**config.mk**
```make
export PLATFORM = sky130hd
export DESIGN_NAME = dmem_arbiter
export DESIGN_NICKNAME = d
export VERILOG_FILES = /design/src/rtl/dmem_arbiter.sv
export SDC_FILE = /design/constraint.sdc
export NUM_CORES = 1
export LEC_CHECK = 0
export BUFFER_PORTS_ARGS = -buffer_cell sky130_fd_sc_hd__buf_2
export CORE_AREA = 2 2 134 136
export DETAILED_ROUTE_END_ITERATION = 16
export DIE_AREA = 0 0 136 138
export PLACE_DENSITY_LB_ADDON = 0.1
export SYNTH_ARGS = -nofsm -noshare
export SYNTH_HDL_FRONTEND = slang
export SYNTH_SLANG_ARGS = --single-unit
```
**constraint.sdc**
```tcl
create_clock -name CLK -period 2.8 [get_ports CLK]
set_input_delay 0.28 -clock CLK [delete_from_list [all_inputs] [get_ports CLK]]
set_output_delay 0.28 -clock CLK [all_outputs]
set_load 0.03 [all_outputs]
```
**src/rtl/dmem_arbiter.sv**
```systemverilog
// Shares the single DMEM req/ack port between the core (c_*) and an external
// requester (x_*): round-robin arbitration, one access in flight, bus timeout.
module dmem_arbiter #(
    parameter int unsigned address_size = 32,
    parameter int unsigned TIMEOUT      = 16
) (
    input  logic                    CLK,
    input  logic                    RESET_N,
    input  logic                    c_req,
    input  logic                    c_we,
    input  logic [address_size-1:0] c_addr,
    input  logic [address_size-1:0] c_wdata,
    output logic [address_size-1:0] c_rdata,
    output logic                    c_ack,
    input  logic                    x_req,
    input  logic                    x_we,
    input  logic [address_size-1:0] x_addr,
    input  logic [address_size-1:0] x_wdata,
    output logic [address_size-1:0] x_rdata,
    output logic                    x_ack,
    output logic                    m_req,
    output logic                    m_we,
    output logic [address_size-1:0] m_addr,
    output logic [address_size-1:0] m_wdata,
    input  logic [address_size-1:0] m_rdata,
    input  logic                    m_ack,
    output logic                    err,
    output logic                    stall
);

    localparam int unsigned CNT_W = $clog2(TIMEOUT + 1);
    localparam logic [CNT_W-1:0] CNT_LAST = CNT_W'(TIMEOUT - 1);
    localparam logic OWN_C = 1'b0;
    localparam logic OWN_X = 1'b1;

    typedef enum logic [1:0] {
        S_IDLE = 2'd0,
        S_BUSY = 2'd1,
        S_RESP = 2'd2
    } state_t;

    state_t                  state_q, state_d;
    logic                    owner_q, owner_d;
    logic                    last_q, last_d;
    logic [CNT_W-1:0]        cnt_q, cnt_d;
    logic                    grant_x;
    logic                    done;
    logic [address_size-1:0] done_rdata;
    logic                    m_req_d, m_we_d, c_ack_d, x_ack_d, err_d;
    logic [address_size-1:0] m_addr_d, m_wdata_d, c_rdata_d, x_rdata_d;

    // Core is frozen until its completion pulse arrives.
    assign stall = c_req & ~c_ack;

    // State and registered outputs; reset also aborts any in-flight access.
    always_ff @(posedge CLK) begin
        if (!RESET_N) begin
            state_q <= S_IDLE;
            owner_q <= OWN_C;
            last_q  <= OWN_X;
            cnt_q   <= '0;
            m_req   <= 1'b0;
            m_we    <= 1'b0;
            m_addr  <= '0;
            m_wdata <= '0;
            c_rdata <= '0;
            x_rdata <= '0;
            c_ack   <= 1'b0;
            x_ack   <= 1'b0;
            err     <= 1'b0;
        end else begin
            state_q <= state_d;
            owner_q <= owner_d;
            last_q  <= last_d;
            cnt_q   <= cnt_d;
            m_req   <= m_req_d;
            m_we    <= m_we_d;
            m_addr  <= m_addr_d;
            m_wdata <= m_wdata_d;
            c_rdata <= c_rdata_d;
            x_rdata <= x_rdata_d;
            c_ack   <= c_ack_d;
            x_ack   <= x_ack_d;
            err     <= err_d;
        end
    end

    // Next-state and next-output logic.
    always_comb begin
        state_d    = state_q;
        owner_d    = owner_q;
        last_d     = last_q;
        cnt_d      = cnt_q;
        m_req_d    = 1'b0;
        m_we_d     = m_we;
        m_addr_d   = m_addr;
        m_wdata_d  = m_wdata;
        c_rdata_d  = c_rdata;
        x_rdata_d  = x_rdata;
        c_ack_d    = 1'b0;
        x_ack_d    = 1'b0;
        err_d      = 1'b0;
        grant_x    = 1'b0;
        done       = 1'b0;
        done_rdata = '0;

        case (state_q)
            S_IDLE: begin
                if (c_req || x_req) begin
                    // On a tie the requester that did not go last wins.
                    grant_x   = x_req & (~c_req | (last_q == OWN_C));
                    owner_d   = grant_x ? OWN_X : OWN_C;
                    m_we_d    = grant_x ? x_we : c_we;
                    m_addr_d  = grant_x ? x_addr : c_addr;
                    m_wdata_d = grant_x ? x_wdata : c_wdata;
                    cnt_d     = '0;
                    m_req_d   = 1'b1;
                    state_d   = S_BUSY;
                end
            end
            S_BUSY: begin
                m_req_d = 1'b1;
                if (m_ack) begin
                    done       = 1'b1;
                    done_rdata = m_rdata;
                end else if (cnt_q == CNT_LAST) begin
                    done       = 1'b1;
                    done_rdata = '0;
                    err_d      = 1'b1;
                end else begin
                    cnt_d = cnt_q + CNT_W'(1);
                end
            end
            S_RESP: begin
                last_d  = owner_q;
                state_d = S_IDLE;
            end
            default: begin
                state_d = S_IDLE;
            end
        endcase

        // Completion: only the owner's ack/rdata move; writes keep rdata.
        if (done) begin
            m_req_d = 1'b0;
            state_d = S_RESP;
            if (owner_q == OWN_X) begin
                x_ack_d = 1'b1;
                if (!m_we) x_rdata_d = done_rdata;
            end else begin
                c_ack_d = 1'b1;
                if (!m_we) c_rdata_d = done_rdata;
            end
        end
    end

endmodule

```
Word level (Yosys, flattened, before mapping)
Index checks and enable logic that the tools add are counted.
{"block": "word_totals", "in_bits": 167, "mem_count": 0, "elab_cells": 65, "regBits": 142, "out_inout_bits": 134, "romBits": 0, "ram_bits": 0, "latch_bits": 0}
{"block": "op_classes", "n_eq_ne": 8, "magnitude_cmp": 0, "n_shift": 0, "n_addsub": 1, "div": 0, "n_reduce_logical": 12, "n_mux": 20, "bitwise": 10, "n_mul": 0}
{"op": "32-bit two-way mux", "n": 4}
{"op": "5-bit two-way mux", "n": 3}
{"op": "5-bit one-hot mux with 2 select lines", "n": 1}
{"op": "1-bit two-way mux", "n": 8}
{"op": "2-bit inequality test, second input constant", "n": 4}
{"op": "2-bit AND reduction", "n": 4}
{"op": "1-bit inverter", "n": 7}
{"op": "3-bit AND reduction", "n": 2}
{"op": "5-bit by 1-bit adder with 5-bit output, second input constant", "n": 1}
{"op": "5-bit by 4-bit equality test with 1-bit output, second input constant", "n": 1}
{"op": "2-bit two-way mux", "n": 2}
{"op": "2-bit one-hot mux with 2 select lines", "n": 1}
{"op": "4-bit AND reduction", "n": 1}
{"op": "3-bit inequality test, second input constant", "n": 1}
{"op": "3-bit OR reduction", "n": 1}
{"op": "1-bit AND", "n": 2}
{"op": "2-bit by 1-bit equality test with 1-bit output, second input constant", "n": 1}
{"op": "2-bit equality test, second input constant", "n": 1}
{"op": "2-bit logical NOT", "n": 1}
{"op": "1-bit one-hot mux with 2 select lines", "n": 1}
{"op": "2-bit nonzero test", "n": 1}
{"op": "2-bit OR reduction", "n": 1}
{"op": "1-bit logical OR", "n": 1}
{"op": "1-bit OR", "n": 1}

Depth between registers and ports, before layout
Gate-level depths: netlist of run 1.
{"block": "logic_depth", "depth_word": 6, "ltp_mapped": 8, "mapped_depth_nobuf": 6}

Worst setup path before layout of run 1
OpenSTA, ideal clock, no wires.
{"block": "synth_path", "path_type": "register to register", "from": "reg cnt_q[0]", "to": "reg x_rdata[10]", "required_ps": 2728, "arrival_ps": 1894, "path_buffers": 2, "path_slack_ps": 834, "stages_incl_launch_ff": 9, "setup_time_ps": 72, "synth_period_minus_slack_ps": 1966, "path_cell_list": "dfxtp_1 -> ha_1 -> and3_1 -> ha_1 -> nor2_1 -> nand4bb_1 -> clkbuf_1 -> buf_2 -> mux2i_1"}
{"block": "synth_via", "elab_chain_len": 5}
{"item": "from (decl)", "line": "45", "text": "logic [CNT_W-1:0] cnt_q, cnt_d;"}
{"item": "from (signal assigned)", "line": "75", "text": "cnt_q <= cnt_d;"}
{"item": "5-bit by 4-bit equality test with 1-bit output", "line": "126", "text": "end else if (cnt_q == CNT_LAST) begin"}
{"item": "1-bit two-way mux", "line": "126"}
{"item": "1-bit two-way mux", "line": "123", "text": "if (m_ack) begin"}
{"item": "1-bit two-way mux", "line": "107", "text": "case (state_q)"}
{"item": "3-bit AND reduction (no line)"}
{"item": "to (signal assigned)", "line": "81", "text": "x_rdata <= x_rdata_d;"}
{"item": "to (decl)", "line": "19", "text": "output logic [address_size-1:0] x_rdata,"}
No other way between the ends.
A chain may end at the register's enable or synchronous reset.

Worst setup path after layout of run 1
{"block": "layout_path", "from": "reg cnt_q[0]", "to": "reg c_rdata[22]"}
{"block": "layout_via", "elab_chain_len": 5}
{"item": "5-bit by 4-bit equality test with 1-bit output", "line": "126"}
{"item": "1-bit two-way mux", "line": "126"}
{"item": "1-bit two-way mux", "line": "123"}
{"item": "1-bit two-way mux", "line": "107"}
{"item": "3-bit AND reduction (no line)"}
{"item": "to (signal assigned)", "line": "80", "text": "c_rdata <= c_rdata_d;"}
{"item": "to (decl)", "line": "13", "text": "output logic [address_size-1:0] c_rdata,"}
No other way between the ends.

==> results.py, run 1 <==
metrics = {
    "flow_run": {
        "max_cap_viol_count": 0,
    },
    "pwr": {
        "pwr-share-comb": 0.178,
        "seqPwrFrac": 0.411,
        "power_switching_uw": 1515,
        "p_per_area_nw_per_um2": 656.4,
        "leakage_uw": 0.004079,
        "power_frac_clock": 0.411,
        "p_int_uw": 3868,
        "p_sw_frac": 0.2814,
        "vdd_drop_max_v": 0.0004177,
    },
    "run_status": {
        "status": "finished clean",
    },
    "cts": {
        "cts.sinks": 142,
        "cts_buffers": 17,
        "cts_setup_buffers": 0,
        "clk_latency_ps": 410,
        "cts_tree": "yes",
        "cts-root-buf": "clkbuf_16",
        "cts-resized-gates": 0,
        "clk_pin_slew_ps": 60,
        "cts_hold_buf": 0,
        "clockBufferDepth": 2,
        "h-tree-depth": 4,
    },
    "floorplan": {
        "die_h_um": 138,
        "dieArea_um2": 18770,
        "start_util": 0.3390,
        "rows": 49,
        "core_area_um2": 17530,
        "die_w_um": 136,
        "ios": 301,
    },
    "global_route": {
        "grt-ovfl-total": 0,
        "grt_util_all_layers": 0.1888,
        "grt_max_degree": 66,
        "antenna_found_initial": 1,
        "grt_pass1_vias": 5665,
        "grt_pass1_wl_mm": 28.32,
    },
    "min_path": {
        "holdCritPathClass": "input port to register",
    },
    "final_layout": {
        "syn_to_final_growth_pct": 37.95,
        "layout-drive-gt1-share": 0.3908,
        "fin_util": 0.4677,
        "fill_cells": 1701,
        "instances_no_fill": 1123,
        "nets": 1051,
    },
    "setup_path": {
        "cpMostUsedCell": "ha_1",
        "crit_arrival_ps": 2670,
        "critPathKind": "register to register",
        "crit_slowest_cell": "or4b_2",
        "start_kind": "register",
        "critPathMaxFanout": 32,
        "path_cells": "ha_1 > and3_1 > ha_1 > nor2_1 > or4b_2 > buf_4 > mux2i_1",
        "worst_setup_path_end_kind": "register",
        "max_stage_delay_ps": 620,
        "worst_ep_required_time_ps": 3070,
    },
    "sta": {
        "setup_viol": 0,
        "tightest_slew_ps": 717.5,
        "hold_ws_ps": 114.2,
        "hold_viol": 0,
        "fmax_mhz": 416.9,
        "min_period_over_period": 0.8567,
        "rsz0062_at_grt": "false",
        "final.setup.tns_ps": 0,
        "fin_skew_ps": 7.106,
        "layout_min_cycle_time_ps": 2399,
        "finalMaxSlewViolations": 0,
        "max_slew_margin": 0.5217,
    },
    "detailed_routing": {
        "drtIter0Drc": 175,
        "wire_per_inst_um": 15.78,
        "dr.pass1.iters": 4,
        "drc_errors": 0,
        "ant_nets": 0,
        "dr_total_vias": 5555,
        "post_drt_via_cell_ratio": 4.947,
        "wl_mm": 17.72,
    },
    "synthesis": {
        "synth.yosys.seq_area_share": 0.4782,
        "synthCells": 608,
        "synth_area_leaders": "dfxtp_1 (48%), mux2i_1 (22%), a211oi_1 (8.2%), nand2_1 (6.5%), a21oi_1 (5.7%)",
        "synth_seq_cells": 142,
        "synthFlopType": "dfxtp_1",
        "syn_area_um2": 5944,
        "synth_edf_count": 0,
        "synth_top_cell_by_area": "dfxtp_1",
        "syn_nets": 777,
        "ys_types": 36,
        "yosysWarnings": 0,
        "synth_top_area_share": 0.4782,
        "async_flop_share": 0,
        "syn_area_per_cell_um2": 9.777,
    },
    "place": {
        "dp_hpwl_mm": 12.59,
        "placed_cells": 1092,
        "gp_congestion": 0.7916,
        "io_buffers": 300,
    },
}
## final cells by class
cell class,count,area (µm²),area share
well taps,229,286.5,0.03494
multi-input cells,406,2833,0.3454
clock inverters,9,112.6,0.01373
inverters,3,11.26,0.001373
flip-flops and latches,142,2843,0.3467
diodes,1,2.502,0.0003052
repair buffers,312,1642,0.2002
clock buffers,21,470.5,0.05737
## state kept, by name, summed over array words and instances, names as in the netlist
register / flops
c_rdata: 32
m_addr: 32
m_wdata: 32
x_rdata: 32
cnt_q: 5
state_q: 2
c_ack: 1
err: 1
last_q: 1
m_req: 1
m_we: 1
owner_q: 1
x_ack: 1
## critical path, delay by kind of cell, from the launching register on
kind,cells,cell delay [ps]
AND/OR/NAND/NOR,3,910
buffers and inverters,1,330
adder cells (fa/ha/maj),2,430
multiplexers,1,190
flip-flops,1,380
## cells in the final DEF, fill, tap and decap left out, drive strengths merged, types with 2 or more instances in the layout
cell type  instances
a21oi             68
mux2i            132
nor2               7
a2111oi            2
bufinv             2
nand2b             3
clkinv             3
a211oi            65
or2                2
clkinvlp           4
nand3b             2
inv                3
clkbuf            21
nor2b              2
nand2            103
ha                 2
o21ai              2
nand3              2
nor3               2
buf              312
dfxtp            142
## worst paths after layout
kind	end	startpoint	slack, ps	cells after the start
hold / removal	err	m_ack	110	2
setup reg to reg	c_rdata[22]	cnt_q[0]	400	7
setup / recovery	c_rdata[22]	cnt_q[0]	400	7
hold reg to reg	c_rdata[30]	c_rdata[30]	460	2
## power by group through the flow
stage                     clock, µW  combinational (µW)  sequential, µW
after CTS                      2280                 972            2210
after global routing           2370                1040            2220
after floorplan                   0                 404            2470
final                          2210                 959            2210
after detailed placement          0                 970            2250
after global placement            0                 957            2250
## cell usage after synthesis, types with 3 or more instances
| cell type | instances |
|---|---|
| a211oi_1 | 65 |
| a21oi_1 | 68 |
| buf_2 | 21 |
| buf_4 | 4 |
| buf_6 | 4 |
| clkbuf_1 | 27 |
| dfxtp_1 | 142 |
| mux2i_1 | 132 |
| nand2_1 | 103 |
| nand2b_1 | 3 |
| nor2_1 | 7 |
## stage by stage
| step | cell area [µm²] | power [µW] | worst slack [ps] |
|---|---|---|---|
| CTS | 8198 | 5460 | 402.6 |
| floorplan | 5944 | 2878 | 833.9 |
| detailed placement | 7615 | 3222 | 459.4 |
| global route | 8198 | 5631 | 254.2 |
| global placement | 7615 | 3208 | 551.5 |
| finish | 8200 | 5383 | 401.3 |
## metal layers
| layer | share of wire | GRT usage | routed length, µm |
|---|---|---|---|
| met3 | 0.076 | 0.06161 | 1341 |
| met2 | 0.49 | 0.3258 | 8725 |
| met1 | 0.41 | 0.2207 | 7264 |
| met4 | 0.022 | 0.05811 | 385 |
| met5 | 0 | 0 | 0 |
## logic make-up after synthesis
| kind of cell | count (synthesis) | synth area share |
|---|---|---|
| flip-flops | 142 | 0.4782 |
| multiplexers | 132 | 0.2223 |
| adder cells (fa/ha/maj) | 2 | 0.004209 |
| buffers and inverters | 60 | 0.04988 |
| AO/OA/AOI/OAI | 141 | 0.1499 |
| AND/OR/NAND/NOR | 131 | 0.09556 |
No activity file was read; power rests on OpenSTA's default activity.
==> run 2: changes to the inputs <==
--- a/config.mk
+++ b/config.mk
@@ -6,10 +6,11 @@
 export NUM_CORES = 1
 export LEC_CHECK = 0
 export BUFFER_PORTS_ARGS = -buffer_cell sky130_fd_sc_hd__buf_2
-export CORE_AREA = 2 2 134 136
+export CORE_AREA = 2 2 117 119
 export DETAILED_ROUTE_END_ITERATION = 16
-export DIE_AREA = 0 0 136 138
+export DIE_AREA = 0 0 119 121
 export PLACE_DENSITY_LB_ADDON = 0.1
+export RECOVER_POWER = 100
 export SYNTH_ARGS = -nofsm -noshare
 export SYNTH_HDL_FRONTEND = slang
 export SYNTH_SLANG_ARGS = --single-unit
==> results.py, run 2 (synthesized netlist as in run 1, its figures left out) <==
metrics = {
    "floorplan": {
        "die_h_um": 121,
        "core_area_um2": 13090,
        "rows": 42,
        "ios": 301,
        "die_w_um": 119,
        "start_util": 0.4543,
        "dieArea_um2": 14400,
    },
    "detailed_routing": {
        "dr.pass1.iters": 5,
        "ant_nets": 0,
        "dr_total_vias": 5483,
        "drtIter0Drc": 299,
        "wl_mm": 17.01,
        "wire_per_inst_um": 15.83,
        "post_drt_via_cell_ratio": 5.100,
        "drc_errors": 0,
    },
    "setup_path": {
        "cp-startpoint": "cnt_q[0]",
        "r2r_slack_ps": 330,
        "critPathKind": "register to register",
        "r2r-end": "c_rdata[28]",
        "worst_ep_required_time_ps": 3070,
        "critPathMaxFanout": 32,
        "crit_arrival_ps": 2740,
        "rr_worst_depth": 7,
        "start_kind": "register",
        "worst_setup_path_end_kind": "register",
        "rr_startpoint": "cnt_q[0]",
    },
    "run_status": {
        "status": "finished clean",
    },
    "final_layout": {
        "final_cell_mix": "buf_2 (166), dfxtp_1 (142), clkbuf_1 (139)",
        "num_antenna_cells": 0,
        "syn_to_final_growth_pct": 34.39,
        "fill_cells": 1190,
        "nets": 1055,
        "layout-drive-gt1-share": 0.2392,
        "final_common_cell": "buf_2",
    },
    "place": {
        "gp_congestion": 0.7961,
        "io_buffers": 300,
        "dp_hpwl_mm": 12.11,
    },
    "cts": {
        "clockBufferDepth": 2,
        "cts_hold_buf": 0,
        "clk_pin_slew_ps": 60,
        "clk_latency_ps": 410,
        "h-tree-depth": 4,
        "cts-resized-gates": 0,
        "cts.sinks": 142,
        "cts_setup_buffers": 0,
        "cts_tree": "yes",
        "cts_buffers": 17,
        "cts-root-buf": "clkbuf_16",
    },
    "global_route": {
        "grt-ovfl-total": 0,
        "grt_pass1_vias": 5500,
        "grt_max_degree": 70,
        "antenna_found_initial": 0,
        "grt_pass1_wl_mm": 26.81,
        "grt_util_all_layers": 0.2336,
    },
    "sta": {
        "finalMaxSlewViolations": 0,
        "min_period_over_period": 0.8825,
        "layout_min_cycle_time_ps": 2471,
        "tightest_slew_ps": 1309,
        "final.setup.tns_ps": 0,
        "rsz0062_at_grt": "false",
        "setup_viol": 0,
        "hold_viol": 0,
        "hold_ws_ps": 99.91,
        "fmax_mhz": 404.7,
        "max_slew_margin": 0.1239,
        "fin_skew_ps": 10.10,
    },
    "flow_run": {
        "max_cap_viol_count": 0,
    },
    "min_path": {
        "whs_path_depth": 2,
        "min_to": "err",
        "holdCritPathClass": "input port to register",
        "hold_start": "m_ack",
    },
    "pwr": {
        "vdd_drop_max_v": 0.0003609,
        "p_per_area_nw_per_um2": 667.4,
        "leakage_uw": 0.003574,
    },
}
==> run 2: changes by cell type in the layout (fill, tap and decap cells not counted), sizes merged <==
cell,change
diode,-1
clkbuf,+139
clkinvlp,-4
clkinv,+2
buf,-131
==> run 2: report_power, final <==
part / switching [µW] / total [µW] / internal (µW)
sequential: 72.4 / 2220 / 2140
combinational: 606 / 934 / 329
clock: 806 / 2180 / 1380
total: 1480 / 5330 / 3850
==> run 2: layout make-up <==
class | count | area (µm²) | share of cell area
clock buffer | 25 | 485.5 | 0.06077
multi-input combinational | 406 | 2815 | 0.3524
clock inverter | 7 | 85.08 | 0.01065
timing repair buffer | 316 | 1529 | 0.1914
inverter | 3 | 11.26 | 0.001410
tap | 176 | 220.2 | 0.02756
sequential | 142 | 2843 | 0.3558
==> run 2: critical path, stage by stage (launching register included) <==
cell and delay, ps:
dfxtp_1 370, ha_1 210, and3_1 180, ha_1 200, nor2_1 100, or4b_2 620, clkbuf_4 420, mux2i_1 220
==> run 2: layer usage <==
metal | routed length [µm] | GRT usage | part of all wire
met1 | 6911 | 0.2625 | 0.41
met2 | 8838 | 0.4235 | 0.52
met3 | 1101 | 0.06673 | 0.065
met5 | 0 | 0 | 0
met4 | 160 | 0.07887 | 0.0094
==> run 2: worst max-delay path by stage <==
stage	end	slack [ps]	cells past startpoint
2_1_floorplan	x_rdata[10]	830	8
3_3_place_gp	c_rdata[22]	580	7
4_1_cts	c_rdata[28]	460	7
3_5_place_dp	c_rdata[28]	510	7
5_1_grt	c_rdata[28]	180	7
6_report	c_rdata[28]	330	7
==> run 2: stage by stage <==
stage	area (µm²)	std cells	util	setup WS (ps)	total power, µW
2_1_floorplan	5944	608	-	833.9	2878
3_3_place_gp	7604	1043	0.5811	583.9	3209
3_5_place_dp	7604	1043	0.5811	511.0	3229
4_1_cts	8174	1075	0.6247	464.0	5418
5_1_grt	7989	1075	0.6105	182.0	5564
6_report	7989	1075	0.6105	329.0	5331
==> run 3: changes to the inputs <==
--- a/config.mk
+++ b/config.mk
@@ -5,10 +5,11 @@
 export SDC_FILE = /design/constraint.sdc
 export NUM_CORES = 1
 export LEC_CHECK = 0
+export ABC_AREA = 1
 export BUFFER_PORTS_ARGS = -buffer_cell sky130_fd_sc_hd__buf_2
-export CORE_AREA = 2 2 117 119
+export CORE_AREA = 5 5 125 127
 export DETAILED_ROUTE_END_ITERATION = 16
-export DIE_AREA = 0 0 119 121
+export DIE_AREA = 0 0 130 132
 export PLACE_DENSITY_LB_ADDON = 0.1
 export RECOVER_POWER = 100
 export SYNTH_ARGS = -nofsm -noshare
==> results.py, run 3 <==
metrics = {
    "run_status": {
        "status": "complete, but fails checks",
        "violations": "capacitance limit, slew limit",
    },
    "setup_path": {
        "worst_ep_required_time_ps": 3100,
        "start_kind": "register",
        "cp_top_family": "simple AND/OR/NAND/NOR gates",
        "cp.depth": 11,
        "worst_setup_path_end_kind": "register",
        "path_cells": "ha_1 > nand2_1 > nor2_1 > ha_1 > inv_1 > nand2_1 > nand2_1 > inv_6 > nand2_2 > a21oi_1 > nor2_1",
        "cp_num_buf_inv": 2,
        "crit_slowest_cell": "nand2_2",
        "crit_arrival_ps": 2710,
        "rr_worst_depth": 11,
        "critPathKind": "register to register",
        "max_stage_delay_ps": 460,
        "cpMostUsedCell": "nand2_1",
        "critPathMaxFanout": 37,
    },
    "floorplan": {
        "die_h_um": 132,
        "die_w_um": 130,
        "start_util": 0.4619,
        "ios": 301,
        "rows": 44,
        "dieArea_um2": 17160,
        "core_area_um2": 14310,
    },
    "detailed_routing": {
        "dr_total_vias": 6818,
        "drc_errors": 0,
        "ant_nets": 0,
        "wire_per_inst_um": 13.55,
        "post_drt_via_cell_ratio": 4.725,
        "dr.pass1.iters": 5,
        "drtIter0Drc": 408,
        "wl_mm": 19.55,
    },
    "flow_run": {
        "max_cap_viol_count": 1,
    },
    "final_layout": {
        "fin_util": 0.5941,
        "final_common_cell": "nand2_1",
        "multi_input_area_um2": 2696,
        "syn_to_final_growth_pct": 28.63,
        "final_cell_mix": "nand2_1 (193), inv_1 (169), buf_2 (165)",
        "fill_cells": 1508,
        "layout-drive-gt1-share": 0.1765,
        "nets": 1414,
        "seq_area_um2": 2843,
    },
    "synthesis": {
        "syn_area_um2": 6611,
        "synth_compound_area_frac": 0.1874,
        "synthCells": 981,
        "synth_area_leaders": "dfxtp_1 (43%), nand2_1 (11%), o21ai_0 (10%), inv_1 (9.6%), a21oi_1 (7.7%)",
        "synth_top_area_share": 0.4300,
        "synthFlopType": "dfxtp_1",
        "synth_edf_count": 0,
        "yosys.area_share.simple": 0.2197,
        "yosys.area_share.xor_xnor": 0,
        "synthAdderAreaFrac": 0.003785,
        "synthTopCellsByCount": "nand2_1 (186), inv_1 (169), dfxtp_1 (142)",
        "synth_top_cell_by_area": "dfxtp_1",
        "synth_seq_cells": 142,
        "synth.yosys.seq_area_share": 0.4300,
        "syn_nets": 1150,
        "synth_top_family_by_area": "simple AND/OR/NAND/NOR gates",
        "synth_most_common_cell": "nand2_1",
        "async_flop_share": 0,
        "synth.area.mux_share": 0,
        "yosysWarnings": 0,
        "ys_types": 28,
        "syn_area_per_cell_um2": 6.739,
    },
    "pwr": {
        "vdd_drop_max_v": 0.0004786,
        "p_per_area_nw_per_um2": 686.5,
        "leakage_uw": 0.004276,
    },
    "sta": {
        "setup_viol": 0,
        "hold_viol": 0,
        "rsz0062_at_grt": "false",
        "max_slew_margin": -0.06819,
        "tightest_slew_ps": 1602,
        "layout_min_cycle_time_ps": 2411,
        "fmax_mhz": 414.8,
        "final.setup.tns_ps": 0,
        "finalMaxSlewViolations": 37,
        "min_period_over_period": 0.8609,
        "fin_skew_ps": 11.29,
    },
    "place": {
        "io_buffers": 300,
        "gp_congestion": 0.8141,
        "dp_hpwl_mm": 14.06,
    },
    "min_path": {
        "whs_path_depth": 3,
        "holdCritPathClass": "input port to register",
    },
    "cts": {
        "cts_tree": "yes",
        "clk_latency_ps": 420,
        "h-tree-depth": 4,
        "cts-resized-gates": 0,
        "cts.sinks": 142,
        "clockBufferDepth": 2,
        "cts_hold_buf": 0,
        "clk_pin_slew_ps": 60,
        "cts_buffers": 17,
        "cts_setup_buffers": 0,
        "cts-root-buf": "clkbuf_16",
    },
    "global_route": {
        "antenna_found_initial": 2,
        "grt_pass1_vias": 6162,
        "grt-ovfl-total": 0,
        "grt_max_degree": 75,
        "grt_util_all_layers": 0.2242,
        "grt_pass1_wl_mm": 31.06,
    },
}
[run 3: metrics by stage]
step / cells / cell area, µm² / setup slack (ps) / total power [µW] / hold WS [ps]
finish: 1443 / 8504 / 389.3 / 5838 / 106.6
global route: 1443 / 8504 / 101.3 / 6128 / 93.79
CTS: 1442 / 8701 / 424.4 / 5937 / 89.71
detailed placement: 1410 / 8064 / 442.4 / 3495 / 453.5
global placement: 1410 / 8064 / 536.1 / 3492 / 444.2
floorplan: 981 / 6611 / 1086 / 3141 / 417.7
[run 3: final timing paths]
kind | from | to | slack (ps)
max | cnt_q[0] | c_rdata[29] | 390
min | x_wdata[8] | m_wdata[8] | 110
max reg2reg | cnt_q[0] | c_rdata[29] | 390
min reg2reg | c_rdata[10] | c_rdata[10] | 460
[run 3: cell families after synthesis]
kind of cell,count (synthesis)
DFF,142
buffers and inverters,238
AOI/OAI and AO/OA,245
adders and majority gates,2
and+or+nand+nor,354
[run 3: per-layer routing]
layer,global-route usage,wire (µm)
met5,0,11
met4,0.07159,385
met3,0.08752,1929
met2,0.3711,9374
met1,0.2660,7853
[run 3: area by class of cell]
| class | count | share of cell area |
|---|---|---|
| inverter | 174 | 0.07739 |
| sequential | 142 | 0.3343 |
| tap | 184 | 0.02707 |
| clock buffer | 19 | 0.05208 |
| timing repair buffer | 309 | 0.1690 |
| clock inverter | 13 | 0.02280 |
| antenna | 1 | 0.0002942 |
| multi-input combinational | 601 | 0.3171 |
[run 3: power breakdown]
| group | switching [µW] | total (µW) | leakage [µW] | internal [µW] |
|---|---|---|---|---|
| Sequential | 85.1 | 2270 | 0.00116 | 2180 |
| Combinational | 815 | 1140 | 0.00279 | 325 |
| Clock | 840 | 2430 | 0.000320 | 1590 |
| Total | 1740 | 5840 | 0.00428 | 4100 |
[run 3: worst min-delay path, cell delays in order]
cell	delay (ps)
buf_2	90
nand2_1	50
a21oi_1	50
